==> src/rtl/mem_stage_ctrl.sv <==
// mem_stage_ctrl: memory-stage load/store controller between the EM and MW
// pipeline registers. It runs one req/ack transaction per access, steers
// store lanes, formats load data and stalls the pipeline while the bus is busy.
// Optional build macro MEM_TIMEOUT_EN adds a REQ-phase timeout that reports bus_err_m.
//
// state | meaning
// IDLE  | evaluate access from EM; aligned access launches a bus request
// REQ   | mem_req held, waiting for mem_ack (or timeout)
// DONE  | stall released; MW captures read_data_m; back to IDLE
module mem_stage_ctrl #(
    parameter int unsigned TIMEOUT_CYCLES = 255,
    parameter int unsigned TIMEOUT_W      = 8
) (
    input  logic        clk,
    input  logic        rst_n,
    input  logic        mem_read_m,
    input  logic        mem_write_m,
    input  logic [1:0]  size_m,
    input  logic        sign_ext_m,
    input  logic [31:0] alu_result_m,
    input  logic [31:0] write_data_m,
    input  logic        mem_ack,
    input  logic [31:0] mem_rdata,
    output logic        mem_req,
    output logic        mem_we,
    output logic [31:0] mem_addr,
    output logic [3:0]  mem_be,
    output logic [31:0] mem_wdata,
    output logic [31:0] read_data_m,
    output logic        stall_m,
    output logic        misaligned_m,
    output logic        bus_err_m
);

    typedef enum logic [1:0] {
        S_IDLE = 2'd0,
        S_REQ  = 2'd1,
        S_DONE = 2'd2
    } state_t;

    state_t      state_q, state_d;
    logic        mem_req_q, mem_req_d;
    logic        mem_we_q, mem_we_d;
    logic [31:0] addr_q, addr_d;
    logic [3:0]  be_q, be_d;
    logic [31:0] wdata_q, wdata_d;
    logic [31:0] rdata_q, rdata_d;
    logic [1:0]  size_q, size_d;
    logic        sext_q, sext_d;
    logic [1:0]  off_q, off_d;

    logic        access;
    logic        mis_in;
    logic [3:0]  be_in;
    logic [31:0] wdata_in;
    logic [7:0]  lane_byte;
    logic [15:0] lane_half;
    logic [31:0] load_fmt;

`ifdef MEM_TIMEOUT_EN
    logic                 bus_err_q, bus_err_d;
    logic [TIMEOUT_W-1:0] tmo_cnt_q, tmo_cnt_d;
    localparam logic [TIMEOUT_W-1:0] TMO_LAST = TIMEOUT_W'(TIMEOUT_CYCLES - 1);
`else
    logic unused_cfg;
    assign unused_cfg = ^{TIMEOUT_CYCLES, TIMEOUT_W};
`endif

    assign access = mem_read_m | mem_write_m;

    // Alignment check and store lane steering from the live EM inputs.
    always_comb begin
        be_in    = 4'b1111;
        wdata_in = write_data_m;
        mis_in   = 1'b0;
        case (size_m)
            2'b00: begin
                be_in    = 4'b0001 << alu_result_m[1:0];
                wdata_in = {4{write_data_m[7:0]}};
            end
            2'b01: begin
                be_in    = alu_result_m[1] ? 4'b1100 : 4'b0011;
                wdata_in = {2{write_data_m[15:0]}};
                mis_in   = alu_result_m[0];
            end
            default: mis_in = |alu_result_m[1:0];
        endcase
    end

    // Load lane select and extension, using the copies latched at launch.
    always_comb begin
        lane_byte = mem_rdata[7:0];
        case (off_q)
            2'd1:    lane_byte = mem_rdata[15:8];
            2'd2:    lane_byte = mem_rdata[23:16];
            2'd3:    lane_byte = mem_rdata[31:24];
            default: lane_byte = mem_rdata[7:0];
        endcase
        lane_half = off_q[1] ? mem_rdata[31:16] : mem_rdata[15:0];
        case (size_q)
            2'b00:   load_fmt = {{24{sext_q & lane_byte[7]}}, lane_byte};
            2'b01:   load_fmt = {{16{sext_q & lane_half[15]}}, lane_half};
            default: load_fmt = mem_rdata;
        endcase
    end

    // Next-state, stall and fault decode.
    always_comb begin
        state_d      = state_q;
        mem_req_d    = mem_req_q;
        mem_we_d     = mem_we_q;
        addr_d       = addr_q;
        be_d         = be_q;
        wdata_d      = wdata_q;
        rdata_d      = rdata_q;
        size_d       = size_q;
        sext_d       = sext_q;
        off_d        = off_q;
        stall_m      = 1'b0;
        misaligned_m = 1'b0;
`ifdef MEM_TIMEOUT_EN
        bus_err_d    = 1'b0;
        tmo_cnt_d    = tmo_cnt_q;
`endif
        case (state_q)
            S_IDLE: begin
                if (access) begin
                    if (mis_in) begin
                        misaligned_m = 1'b1;
                        rdata_d      = 32'h0;
                    end else begin
                        stall_m   = 1'b1;
                        state_d   = S_REQ;
                        mem_req_d = 1'b1;
                        mem_we_d  = mem_write_m;
                        addr_d    = {alu_result_m[31:2], 2'b00};
                        be_d      = be_in;
                        wdata_d   = wdata_in;
                        size_d    = size_m;
                        sext_d    = sign_ext_m;
                        off_d     = alu_result_m[1:0];
`ifdef MEM_TIMEOUT_EN
                        tmo_cnt_d = '0;
`endif
                    end
                end
            end
            S_REQ: begin
                stall_m = 1'b1;
                if (mem_ack) begin
                    mem_req_d = 1'b0;
                    mem_we_d  = 1'b0;
                    if (!mem_we_q) begin
                        rdata_d = load_fmt;
                    end
                    state_d = S_DONE;
                end
`ifdef MEM_TIMEOUT_EN
                else if (tmo_cnt_q == TMO_LAST) begin
                    mem_req_d = 1'b0;
                    mem_we_d  = 1'b0;
                    rdata_d   = 32'h0;
                    bus_err_d = 1'b1;
                    state_d   = S_DONE;
                end else begin
                    tmo_cnt_d = tmo_cnt_q + 1'b1;
                end
`endif
            end
            S_DONE:  state_d = S_IDLE;
            default: state_d = S_IDLE;
        endcase
    end

    // State and bus-register update with synchronous active-low reset.
    always_ff @(posedge clk) begin
        if (!rst_n) begin
            state_q   <= S_IDLE;
            mem_req_q <= 1'b0;
            mem_we_q  <= 1'b0;
            addr_q    <= 32'h0;
            be_q      <= 4'h0;
            wdata_q   <= 32'h0;
            rdata_q   <= 32'h0;
            size_q    <= 2'b00;
            sext_q    <= 1'b0;
            off_q     <= 2'b00;
`ifdef MEM_TIMEOUT_EN
            bus_err_q <= 1'b0;
            tmo_cnt_q <= '0;
`endif
        end else begin
            state_q   <= state_d;
            mem_req_q <= mem_req_d;
            mem_we_q  <= mem_we_d;
            addr_q    <= addr_d;
            be_q      <= be_d;
            wdata_q   <= wdata_d;
            rdata_q   <= rdata_d;
            size_q    <= size_d;
            sext_q    <= sext_d;
            off_q     <= off_d;
`ifdef MEM_TIMEOUT_EN
            bus_err_q <= bus_err_d;
            tmo_cnt_q <= tmo_cnt_d;
`endif
        end
    end

    assign mem_req     = mem_req_q;
    assign mem_we      = mem_we_q;
    assign mem_addr    = addr_q;
    assign mem_be      = be_q;
    assign mem_wdata   = wdata_q;
    assign read_data_m = rdata_q;
`ifdef MEM_TIMEOUT_EN
    assign bus_err_m   = bus_err_q;
`else
    assign bus_err_m   = 1'b0;
`endif

endmodule

==> config.mk <==
export PLATFORM = sky130hd
export DESIGN_NAME = mem_stage_ctrl
export DESIGN_NICKNAME = d
export VERILOG_FILES = /design/src/rtl/mem_stage_ctrl.sv
export SDC_FILE = /design/constraint.sdc
export NUM_CORES = 1
export LEC_CHECK = 0
export BUFFER_PORTS_ARGS = -buffer_cell sky130_fd_sc_hd__buf_2
export CAP_MARGIN = 20
export CORE_ASPECT_RATIO = 1.4
export CORE_MARGIN = 2
export CORE_UTILIZATION = 51
export CTS_CLUSTER_SIZE = 14
export DETAILED_ROUTE_END_ITERATION = 12
export HOLD_SLACK_MARGIN = 0.05
export PLACE_DENSITY = 0.86
export SLEW_MARGIN = 20
export SYNTH_ARGS = -nofsm -noshare
export SYNTH_HDL_FRONTEND = slang
export SYNTH_SLANG_ARGS = --single-unit
==> constraint.sdc <==
create_clock -name clk -period 2.8 [get_ports clk]
set_input_delay 0.56 -clock clk [delete_from_list [all_inputs] [get_ports clk]]
set_output_delay 0.56 -clock clk [all_outputs]
set_load 0.01 [all_outputs]
==> Word level (Yosys, flattened, before mapping) <==
Cells that the tools add are included.
{ "word_totals": {"ff_bits": 107, "inputBits": 104} }
{ "op_classes": {"n_eq_ne": 11, "shifts": 1, "n_mux": 29, "bitwise_logic": 4, "n_reduce_logical": 9} }
{ "ops": {"columns": ["op", "n"], "rows": [
  ["one-hot mux 32 bit (2 select lines)", 3],
  ["two-way mux 32 bit", 4],
  ["one-hot mux 8 bit (3 select lines)", 1],
  ["two-way mux 16 bit", 1],
  ["two-way mux 1 bit", 10],
  ["!= test 2 bit (second input constant)", 5],
  ["== test 2 x 1 -> 1 bit (second input constant)", 4],
  ["one-hot mux 1 bit (2 select lines)", 4],
  ["one-hot mux 4 bit (2 select lines)", 1],
  ["zero test 2 bit", 3],
  ["two-way mux 2 bit", 3],
  ["AND reduction 3 bit", 2],
  ["AND reduction 5 bit", 1],
  ["== test 2 bit (second input constant)", 2],
  ["two-way mux 4 bit", 1],
  ["one-hot mux 2 bit (2 select lines)", 1],
  ["AND reduction 4 bit", 1],
  ["left shift 1 x 2 -> 4 bit (first input constant)", 1],
  ["AND 1 bit", 2],
  ["nonzero test 2 bit", 1],
  ["OR reduction 2 bit", 1],
  ["inverter 1 bit", 1],
  ["bitwise OR 1 bit", 1]
]} }

==> Longest topological paths before layout <==
Gate-level depths: netlist of run 1.
{ "logic_depth": {"depth_word": 7, "depth_mapped": 6} }

==> Least setup slack after synthesis of run 1 <==
Ideal clock, no wire load.
{ "synth_timing": {"path_kind": "input port to output port", "from": "input mem_write_m", "to": "output stall_m", "t_arrival_ns": 1.391, "required_time_ns": 2.240, "slack_ns": 0.849, "cell_stages": 4, "cell_sequence": "or2_2 > nand4_1 > clkbuf_1 > nand2_1"} }
{ "synth_between": {"elab_chain_cells": 3} }
{ "synth_rtl": {"columns": ["item", "line_no", "text"], "rows": [
  ["start: declaration", "17", "input logic mem_write_m,"],
  ["bitwise OR 1 bit", "69", "assign access = mem_read_m | mem_write_m;"],
  ["two-way mux 1 bit", "127", "if (access) begin"],
  ["one-hot mux 1 bit (2 select lines)", "125", "case (state_q)"],
  ["end: declaration", "30", "output logic stall_m,"]
]} }
Every way passes these cells.

==> Worst setup path in the final report of run 1 <==
{ "layout_timing": {"from": "input mem_write_m", "to": "register rdata_q[20] (netlist: read_data_m[20])"} }
{ "layout_between": {"elab_chain_cells": 3} }
{ "layout_rtl": {"columns": ["item", "line_no", "text"], "rows": [
  ["bitwise OR 1 bit", "69", null],
  ["!= test 2 bit (no source line)", null, null],
  ["AND reduction 5 bit (no source line)", null, null],
  ["end signal: assignment", "199", "rdata_q <= rdata_d;"],
  ["end: declaration", "47", "logic [31:0] rdata_q, rdata_d;"]
]} }
Every way passes these cells.
A chain may end at the register's enable or synchronous reset.

==> impl_metrics.py, run 1 <==
metrics = {
    "status": {
        "status": "finished clean",
    },
    "logic_synthesis": {
        "synth_cell_types": 45,
        "async_flop_share": 0,
        "synth.avg_cell_area_um2": 8.13,
        "synth_area_um2": 4640,
        "yosys.area.top_type": "dfxtp_1",
        "ys.flop_type": "dfxtp_1",
        "synth_edf_count": 0,
        "synth.top_cell.area_share": 0.461,
        "netlist_instances": 571,
        "synth_area_leaders": "dfxtp_1 (46%), nand2_1 (12%), a21oi_1 (7.7%)",
        "ys_ff_latch": 107,
        "yosysSeqAreaShare": 0.461,
        "yosysWarnings": 0,
    },
    "clocking": {
        "cts_tree": "built",
        "clkLatencyLatePin_ns": 0.34,
        "cts-buffers-inserted": 9,
        "postCtsSetupRepairBufs": 0,
        "htree_levels": 3,
        "cts_hold_buf": 0,
        "post_cts_resized": 0,
        "cts.path.max_buffers": 2,
        "cts_sinks": 107,
        "path_clk_slew_ns": 0.07,
        "cts-root-buf": "clkbuf_16",
    },
    "min_path": {
        "min_from": "alu_result_m[14]",
        "worstHoldPathType": "in2reg",
        "min_path_cells": 3,
        "hold-path-endpoint": "mem_addr[14]",
    },
    "detailed_routing": {
        "vias_per_cell": 5.65,
        "ant_nets": 0,
        "drtIter0Drc": 272,
        "drc": 0,
        "firstDrtPassIters": 5,
        "wl_per_cell_um": 15.7,
        "via_count": 4866,
        "wl_um": 13500,
    },
    "critical_path": {
        "cp-end-kind": "flop",
        "r2r-end": "read_data_m[14]",
        "path_cells": "buf_2 -> or2_2 -> a41o_1 -> nor2_2 -> buf_4 -> o2bb2ai_1",
        "reg2reg_depth": 5,
        "cp-start-kind": "input pin",
        "required_ns": 3.07,
        "slowest_stage": "a41o_1",
        "cp_max_fo": 19,
        "rrSetupSlack_ns": 0.93,
        "worstPathArrival_ns": 2.15,
        "worstSetupPathType": "in2reg",
        "max_stage_delay_ns": 0.41,
        "timing.rr.start": "state_q[1]",
    },
    "global_route": {
        "grt_pass1_wl_um": 21200,
        "use_met1": 0.310,
        "use_met3": 0.0456,
        "grt_max_degree": 62,
        "grt_busiest_layer": "met2",
        "grt-ovfl-total": 0,
        "met2_usage": 0.448,
        "grt_pass1_vias": 4504,
        "track_usage": 0.267,
        "antenna_found_initial": 0,
    },
    "layout": {
        "layout_common_cells": "buf_2 (205), nand2_1 (144), dfxtp_1 (107), a21oi_1 (71), nor2_1 (37)",
        "finalInstanceArea_um2": 5990,
        "utilization": 0.671,
        "mostFrequentLayoutCell": "buf_2",
        "nNetsFinal": 853,
        "drive_above_1_share": 0.326,
        "area_growth_pct": 29.0,
        "antennaDiodeCount": 0,
    },
    "pwr": {
        "ir_drop_mv": 0.467,
        "pwr-share-clk": 0.360,
        "p_int_uw": 2600,
        "p_sw_uw": 1020,
        "pwr-share-seq": 0.462,
        "power_uw": 3610,
        "pwr-share-comb": 0.178,
        "switching_share": 0.281,
        "leakage_uw": 0.00283,
        "powerDensity_nw_per_um2": 603,
    },
    "place": {
        "place_area_um2": 5680,
        "hpwlAfterDp_um": 9980,
        "io_buffer_count": 205,
        "globalplace.congestion": 0.970,
    },
    "timing": {
        "fin_worst_skew_ns": 0.00461,
        "rsz0062_at_grt": "false",
        "slew_viol_final": 0,
        "finalCriticalPeriod_ns": 1.88,
        "fmax_ghz": 0.531,
        "finalSetupViolCount": 0,
        "max_slew_margin": 0.247,
        "hold_viol_final": 0,
        "fin_setup_tns_ns": 0,
        "worst_pin_slew_ns": 1.13,
        "min_period_over_period": 0.673,
    },
    "floorplanning": {
        "fp-row-count": 41,
        "die_area_um2": 9890,
        "die_h_um": 117,
        "core_um2": 8930,
        "die_w_um": 84.6,
        "start_util": 0.520,
        "io_pins": 209,
    },
    "job": {
        "max-cap-violations": 0,
    },
}
[layout make-up]
type,count,area [um^2]
well taps,107,134
flip-flops and latches,107,2140
clock inverters,6,72.6
fillers,729,2940
clock buffers,10,239
inverters,11,41.3
multi-input cells,404,2240
repair buffers,216,1120
[worst max path at each step]
stage,start,endpoint,cells after the start
after floorplan,mem_write_m,stall_m,4
after global placement,mem_write_m,read_data_m[15],6
after detailed placement,mem_write_m,read_data_m[28],6
after CTS,mem_write_m,misaligned_m,4
after global routing,state_q[1],read_data_m[21],5
final,mem_write_m,read_data_m[20],6
[state kept, by name (all words and copies together), names as in the netlist]
register	count
mem_addr	30
mem_be	4
mem_req	1
mem_wdata	32
mem_we	1
off_q	2
read_data_m	32
sext_q	1
size_q	2
state_q	2
[routing by layer]
layer | share of wire | vias up
met3 | 0.083 | 54
met4 | 0.056 | 0
met2 | 0.49 | 279
met1 | 0.38 | 2194
li1 | - | 2339
met5 | 0 | -
[power by group through the flow]
| stage | Sequential [uW] | Combinational, uW | Clock, uW |
|---|---|---|---|
| floorplan | 1730 | 348 | 0 |
| global placement | 1700 | 625 | 0 |
| detailed placement | 1700 | 642 | 0 |
| CTS | 1670 | 645 | 1320 |
| global route | 1680 | 708 | 1390 |
| finish | 1670 | 644 | 1300 |
[Yosys cell counts (3+ instances only)]
library cell	n
a41o_1	7
buf_4	3
nor3_1	7
nand2b_1	5
buf_1	6
clkbuf_1	31
dfxtp_1	107
a21oi_1	71
o21ai_0	20
a311oi_1	8
mux2i_1	23
o22ai_1	7
o2bb2ai_1	17
a211oi_1	10
nand2_1	144
and3_1	6
inv_1	11
nor2_1	37
a32oi_1	6
buf_2	9
a221o_1	6
[cell families (layout without fill, tap and decap cells)]
kind of cell | Yosys count | count (layout) | share of synthesized area
simple gates | 214 | 214 | 0.192
compound gates | 162 | 162 | 0.230
flops | 107 | 107 | 0.461
buf+inv | 62 | 243 | 0.0582
mux | 25 | 25 | 0.0569
other cells | 1 | 3 | 0.000808
[through the flow]
stage          worst slack [ns]  std cells  hold slack (ns)
2_1_floorplan             0.849        573            0.466
3_3_place_gp              0.613        845            0.439
3_5_place_dp              0.568        845            0.442
4_1_cts                   0.923        861            0.435
5_1_grt                   0.811        861            0.438
6_report                  0.916        861            0.448
[critical path, delay by kind of cell]
family	cells	cell delay (ns)
simple gates	2	0.62
buf+inv	2	0.40
compound gates	2	0.55
Power figures use the tool's default switching activity.
==> run 2: changes to the inputs <==
--- a/config.mk
+++ b/config.mk
@@ -9,11 +9,11 @@
 export CAP_MARGIN = 20
 export CORE_ASPECT_RATIO = 1.4
 export CORE_MARGIN = 2
-export CORE_UTILIZATION = 51
+export CORE_UTILIZATION = 47
 export CTS_CLUSTER_SIZE = 14
 export DETAILED_ROUTE_END_ITERATION = 12
 export HOLD_SLACK_MARGIN = 0.05
-export PLACE_DENSITY = 0.86
+export PLACE_DENSITY = 0.8
 export SLEW_MARGIN = 20
 export SYNTH_ARGS = -nofsm -noshare
 export SYNTH_HDL_FRONTEND = slang
==> constraint.sdc (replaced) <==
create_clock -name clk -period 1.82 [get_ports clk]
set_input_delay 0.364 -clock clk [delete_from_list [all_inputs] [get_ports clk]]
set_output_delay 0.364 -clock clk [all_outputs]
set_load 0.01 [all_outputs]
==> run 2 against run 1 <==
Net effect: global-route usage is 1.1 points lower; core utilization is 2.4 points lower; cell area is 2.7% higher; critical path type is now reg2reg; largest cell class unchanged; largest power group unchanged.
==> impl_metrics.py, run 2 (synthesized netlist as in run 1, its figures left out) <==
metrics = {
    "job": {
        "max-cap-violations": 0,
    },
    "detailed_routing": {
        "wl_per_cell_um": 15.4,
        "ant_nets": 0,
        "firstDrtPassIters": 4,
        "wl_um": 13800,
        "drtIter0Drc": 243,
        "via_count": 4827,
        "drc": 0,
        "vias_per_cell": 5.37,
    },
    "clocking": {
        "path_clk_slew_ns": 0.07,
        "clkLatencyLatePin_ns": 0.34,
        "cts.path.max_buffers": 2,
        "htree_levels": 3,
        "cts-buffers-inserted": 9,
        "cts_tree": "built",
        "cts_sinks": 107,
        "cts-root-buf": "clkbuf_16",
    },
    "floorplanning": {
        "die_h_um": 122,
        "io_pins": 209,
        "die_area_um2": 10700,
        "fp-row-count": 42,
        "start_util": 0.488,
        "die_w_um": 88.0,
        "core_um2": 9510,
    },
    "critical_path": {
        "r2r-end": "read_data_m[13]",
        "worstSetupPathType": "reg2reg",
        "path_cells": "mux4_2 -> a21oi_2 -> nor3_2 -> a221o_1",
        "rrSetupSlack_ns": 0.13,
        "cp_max_fo": 6,
        "cp-end-kind": "flop",
        "required_ns": 2.05,
        "timing.rr.start": "off_q[1]",
        "cp-start-kind": "flop",
        "reg2reg_depth": 4,
        "worstPathArrival_ns": 1.91,
        "max_stage_delay_ns": 0.58,
        "slowest_stage": "mux4_2",
    },
    "timing": {
        "rsz0062_at_grt": "false",
        "fin_setup_tns_ns": 0,
        "slew_viol_final": 0,
        "worst_pin_slew_ns": 0.513,
        "finalSetupViolCount": 0,
        "finalCriticalPeriod_ns": 1.69,
        "fmax_ghz": 0.593,
        "hold_viol_final": 0,
        "max_slew_margin": 0.654,
        "min_period_over_period": 0.926,
        "fin_worst_skew_ns": 0.00758,
    },
    "layout": {
        "area_growth_pct": 32.5,
        "nNetsFinal": 866,
        "antennaDiodeCount": 0,
        "mostFrequentLayoutCell": "buf_2",
        "drive_above_1_share": 0.338,
        "layout_common_cells": "buf_2 (205), nand2_1 (144), dfxtp_1 (107), a21oi_1 (71), nor2_1 (36)",
    },
    "global_route": {
        "grt-ovfl-total": 0,
        "antenna_found_initial": 0,
        "grt_max_degree": 58,
        "grt_pass1_vias": 4564,
        "grt_pass1_wl_um": 21600,
        "track_usage": 0.256,
    },
    "pwr": {
        "power_uw": 5540,
        "powerDensity_nw_per_um2": 900,
        "leakage_uw": 0.00291,
        "ir_drop_mv": 0.656,
    },
    "place": {
        "hpwlAfterDp_um": 10300,
        "io_buffer_count": 205,
        "globalplace.congestion": 0.926,
    },
    "min_path": {
        "min_path_cells": 3,
        "min_from": "alu_result_m[2]",
        "worstHoldPathType": "in2reg",
        "hold-path-endpoint": "mem_addr[2]",
    },
    "status": {
        "status": "finished clean",
    },
}
run 2: report_power, final:
group / leakage (uW) / internal [uW] / switching (uW) / total (uW)
logic: 0.00189 / 433 / 610 / 1040
registers: 0.000874 / 2480 / 85.1 / 2570
clock network: 0.000143 / 1070 / 859 / 1930
total: 0.00291 / 3980 / 1550 / 5540
run 2: final cells by class:
class,count,area [um^2]
clock buffer,10,229
clock inverter,6,65.1
fill,827,3360
inverter,11,41.3
multi-input combinational,404,2240
sequential,107,2140
tap,132,165
timing repair buffer,229,1270
run 2: worst max-delay path by stage:
stage,start,to,cells after the start
floorplan,off_q[1],read_data_m[16],6
global placement,mem_rdata[31],read_data_m[13],5
detailed placement,alu_result_m[0],mem_wdata[14],6
CTS,state_q[1],stall_m,4
global route,off_q[1],read_data_m[18],6
finish,off_q[1],read_data_m[13],4
run 2: critical path, delay by kind of cell (launching register included):
kind            cells  cell delay (ns)
simple gates        1             0.09
flops               1             0.39
compound gates      2             0.51
mux                 1             0.58
run 2: stage by stage:
| stage | instances | setup slack (ns) | hold slack (ns) | util | instance area (um^2) |
|---|---|---|---|---|---|
| finish | 899 | 0.134 | 0.253 | 0.647 | 6150 |
| global route | 899 | 0.0652 | 0.250 | 0.647 | 6150 |
| CTS | 898 | 0.0587 | 0.245 | 0.646 | 6140 |
| detailed placement | 882 | 0.0370 | 0.443 | 0.615 | 5850 |
| global placement | 882 | 0.122 | 0.439 | 0.615 | 5850 |
| floorplan | 573 | 0.143 | 0.466 | - | 4650 |
run 2: per-layer routing:
layer | up-vias | wire length (um) | track usage
met5 | - | 0 | 0
met4 | 0 | 452 | 0.119
met3 | 33 | 1030 | 0.0617
met2 | 224 | 7170 | 0.449
met1 | 2196 | 5180 | 0.286
li1 | 2374 | - | -
run 2: repair_timing:
| action | 4_1_cts | 5_1_grt |
|---|---|---|
| hold buffers | 0 | 0 |
| buffers inserted | 0 | 1 |
| resized for setup | 0 | 1 |
| endpoints found under the setup margin | 0 | 2 |
==> run 3: changes to the inputs <==
--- a/config.mk
+++ b/config.mk
@@ -5,16 +5,18 @@
 export SDC_FILE = /design/constraint.sdc
 export NUM_CORES = 1
 export LEC_CHECK = 0
+export ABC_AREA = 1
 export BUFFER_PORTS_ARGS = -buffer_cell sky130_fd_sc_hd__buf_2
 export CAP_MARGIN = 20
 export CORE_ASPECT_RATIO = 1.4
 export CORE_MARGIN = 2
-export CORE_UTILIZATION = 47
+export CORE_UTILIZATION = 48
 export CTS_CLUSTER_SIZE = 14
 export DETAILED_ROUTE_END_ITERATION = 12
 export HOLD_SLACK_MARGIN = 0.05
-export PLACE_DENSITY = 0.8
+export PLACE_DENSITY = 0.81
 export SLEW_MARGIN = 20
 export SYNTH_ARGS = -nofsm -noshare
 export SYNTH_HDL_FRONTEND = slang
 export SYNTH_SLANG_ARGS = --single-unit
+export TNS_END_PERCENT = 30
==> run 3 against run 2 <==
Net effect: register-to-register slack gained 0.096 ns; critical path depth grew 2; final cell count is 12% higher; flip-flop and latch count did not move; synthesized area increased by 3.0%; first-iteration DRC count is 4.9% higher; count of clock-buffer cells in the layout stayed put; synthesized cell count increased by 17%; routed wire length down 3.7%; maximum frequency shrank 2.3%; critical path type is now reg2out; largest power group unchanged.
==> impl_metrics.py, run 3 <==
metrics = {
    "pwr": {
        "pwr-share-seq": 0.452,
        "ir_drop_mv": 0.591,
        "pwr-share-comb": 0.221,
        "powerDensity_nw_per_um2": 950,
        "switching_share": 0.297,
        "p_sw_uw": 1750,
        "power_uw": 5880,
        "p_int_uw": 4130,
        "pwr-share-clk": 0.327,
        "leakage_uw": 0.00304,
    },
    "timing": {
        "finalSetupViolCount": 0,
        "min_period_over_period": 0.948,
        "slew_viol_final": 0,
        "fin_worst_skew_ns": 0.00708,
        "finalCriticalPeriod_ns": 1.73,
        "rsz0062_at_grt": "false",
        "hold_viol_final": 0,
        "fin_ws_ns": 0.0940,
        "fin_setup_tns_ns": 0,
        "fmax_ghz": 0.579,
    },
    "critical_path": {
        "required_ns": 1.46,
        "rrSetupSlack_ns": 0.23,
        "cp-start-kind": "flop",
        "r2r-end": "read_data_m[13]",
        "timing.rr.start": "off_q[1]",
        "cp_max_fo": 4,
        "cp-end-kind": "output pin",
        "worstSetupPathType": "reg2out",
        "worstPathArrival_ns": 1.36,
        "reg2reg_depth": 6,
    },
    "floorplanning": {
        "core_um2": 9790,
        "die_w_um": 88.4,
        "io_pins": 209,
        "die_area_um2": 10800,
        "die_h_um": 122,
        "start_util": 0.489,
        "fp-row-count": 43,
    },
    "clocking": {
        "path_clk_slew_ns": 0.07,
        "cts_sinks": 107,
        "cts-buffers-inserted": 9,
        "htree_levels": 3,
        "cts_tree": "built",
        "clkLatencyLatePin_ns": 0.34,
        "cts.path.max_buffers": 2,
        "postCtsSetupRepairBufs": 0,
        "cts-root-buf": "clkbuf_16",
    },
    "layout": {
        "nFillCells": 952,
        "utilization": 0.631,
        "mostFrequentLayoutCell": "buf_2",
        "area_growth_pct": 29.2,
        "finalNonFillerCells": 1003,
        "nNetsFinal": 967,
        "antennaDiodeCount": 0,
        "drive_above_1_share": 0.310,
        "layout_common_cells": "buf_2 (205), nand2_1 (143), dfxtp_1 (107), nor2_1 (100), o21ai_0 (80)",
        "multi_input_area_um2": 2240,
        "seq_area_um2": 2140,
    },
    "logic_synthesis": {
        "ys_ff_latch": 107,
        "synth_cell_types": 29,
        "synth.top_cell.area_share": 0.448,
        "synth_area_um2": 4780,
        "ys.flop_type": "dfxtp_1",
        "yosysMostFrequentCell": "nand2_1",
        "synth_edf_count": 0,
        "yosys.area.top_type": "dfxtp_1",
        "synth.avg_cell_area_um2": 7.14,
        "yosysWarnings": 0,
        "async_flop_share": 0,
        "yosysSeqAreaShare": 0.448,
        "synth_area_leaders": "dfxtp_1 (45%), nand2_1 (11%), o21ai_0 (8.4%)",
        "netlist_instances": 670,
        "synth_common_cells": "nand2_1 (143), dfxtp_1 (107), nor2_1 (101), o21ai_0 (80), a21oi_1 (79)",
    },
    "detailed_routing": {
        "maxUsedRoutingLayer": "met4",
        "met3_length_um": 851,
        "vias_per_cell": 4.98,
        "drc": 0,
        "wl_met2_um": 6660,
        "drtIter0Drc": 255,
        "via_count": 4992,
        "firstDrtPassIters": 4,
        "ant_nets": 0,
        "wl_per_cell_um": 13.3,
        "met1_length_um": 5470,
        "wl_um": 13300,
    },
    "min_path": {
        "min_from": "alu_result_m[29]",
        "hold-path-endpoint": "mem_addr[29]",
        "min_path_cells": 3,
        "worstHoldPathType": "in2reg",
    },
    "global_route": {
        "grt-ovfl-total": 0,
        "antenna_found_initial": 0,
        "grt_pass1_vias": 4605,
        "grt_max_degree": 54,
        "grt_pass1_wl_um": 21100,
        "track_usage": 0.247,
    },
    "place": {
        "globalplace.congestion": 0.984,
        "place_ws_ns": 0.0462,
        "hpwlAfterDp_um": 9960,
        "io_buffer_count": 205,
        "dp.cells": 987,
    },
    "status": {
        "status": "finished clean",
    },
    "job": {
        "max-cap-violations": 0,
    },
}
-- run 3: layout make-up --
| cell class | count | share of cell area |
|---|---|---|
| sequential | 107 | 0.346 |
| tap | 135 | 0.0273 |
| timing repair buffer | 227 | 0.199 |
| clock inverter | 6 | 0.0103 |
| clock buffer | 10 | 0.0370 |
| multi-input combinational | 488 | 0.362 |
| inverter | 30 | 0.0182 |
-- run 3: repair_timing --
action,in CTS,in global routing
endpoints found under the setup margin,1,0
hold endpoints to repair,0,0
hold buffers,0,0
gates resized for setup,1,0
-- run 3: cells by family after synthesis --
group,Yosys count,synth area share
flops,107,0.448
other cells,1,0.000784
buf+inv,77,0.0866
simple gates,304,0.270
compound gates,181,0.195
-- run 3: how the worst max path moves through the flow --
stage / from / endpoint / slack (ns)
after floorplan: size_m[1] / stall_m / 0.1
after global placement: size_m[1] / mem_wdata[22] / 0.09
after detailed placement: size_m[1] / mem_wdata[20] / 0.05
after CTS: state_q[1] / stall_m / 0.08
after global routing: state_q[1] / stall_m / 0.02
final: state_q[1] / stall_m / 0.09
-- run 3: power by group through the flow --
stage / clock [uW] / sequential [uW] / combinational [uW]
2_1_floorplan: 0 / 2790 / 730
3_3_place_gp: 0 / 2710 / 1290
3_5_place_dp: 0 / 2710 / 1300
4_1_cts: 1970 / 2660 / 1310
5_1_grt: 2060 / 2680 / 1460
6_report: 1920 / 2660 / 1300
-- run 3: metal layers --
metal  GRT usage  vias to the layer above
met1       0.302                     2206
met3      0.0481                       24
li1            -                     2578
met4       0.118                        0
met5           0                        -
met2       0.410                      184
-- run 3: stage by stage --
| stage | hold WS (ns) | area [um^2] |
|---|---|---|
| 6_report | 0.247 | 6180 |
| 2_1_floorplan | 0.483 | 4790 |
| 4_1_cts | 0.235 | 6180 |
| 3_3_place_gp | 0.448 | 5890 |
| 5_1_grt | 0.230 | 6180 |
| 3_5_place_dp | 0.451 | 5890 |
-- run 3: critical path: stages (launching register included) --
cell	delay, ns
dfxtp_1	0.34
nor2_2	0.21
nand2_4	0.10
nor2_8	0.11
inv_2	0.08
nand2_1	0.06
buf_2	0.13
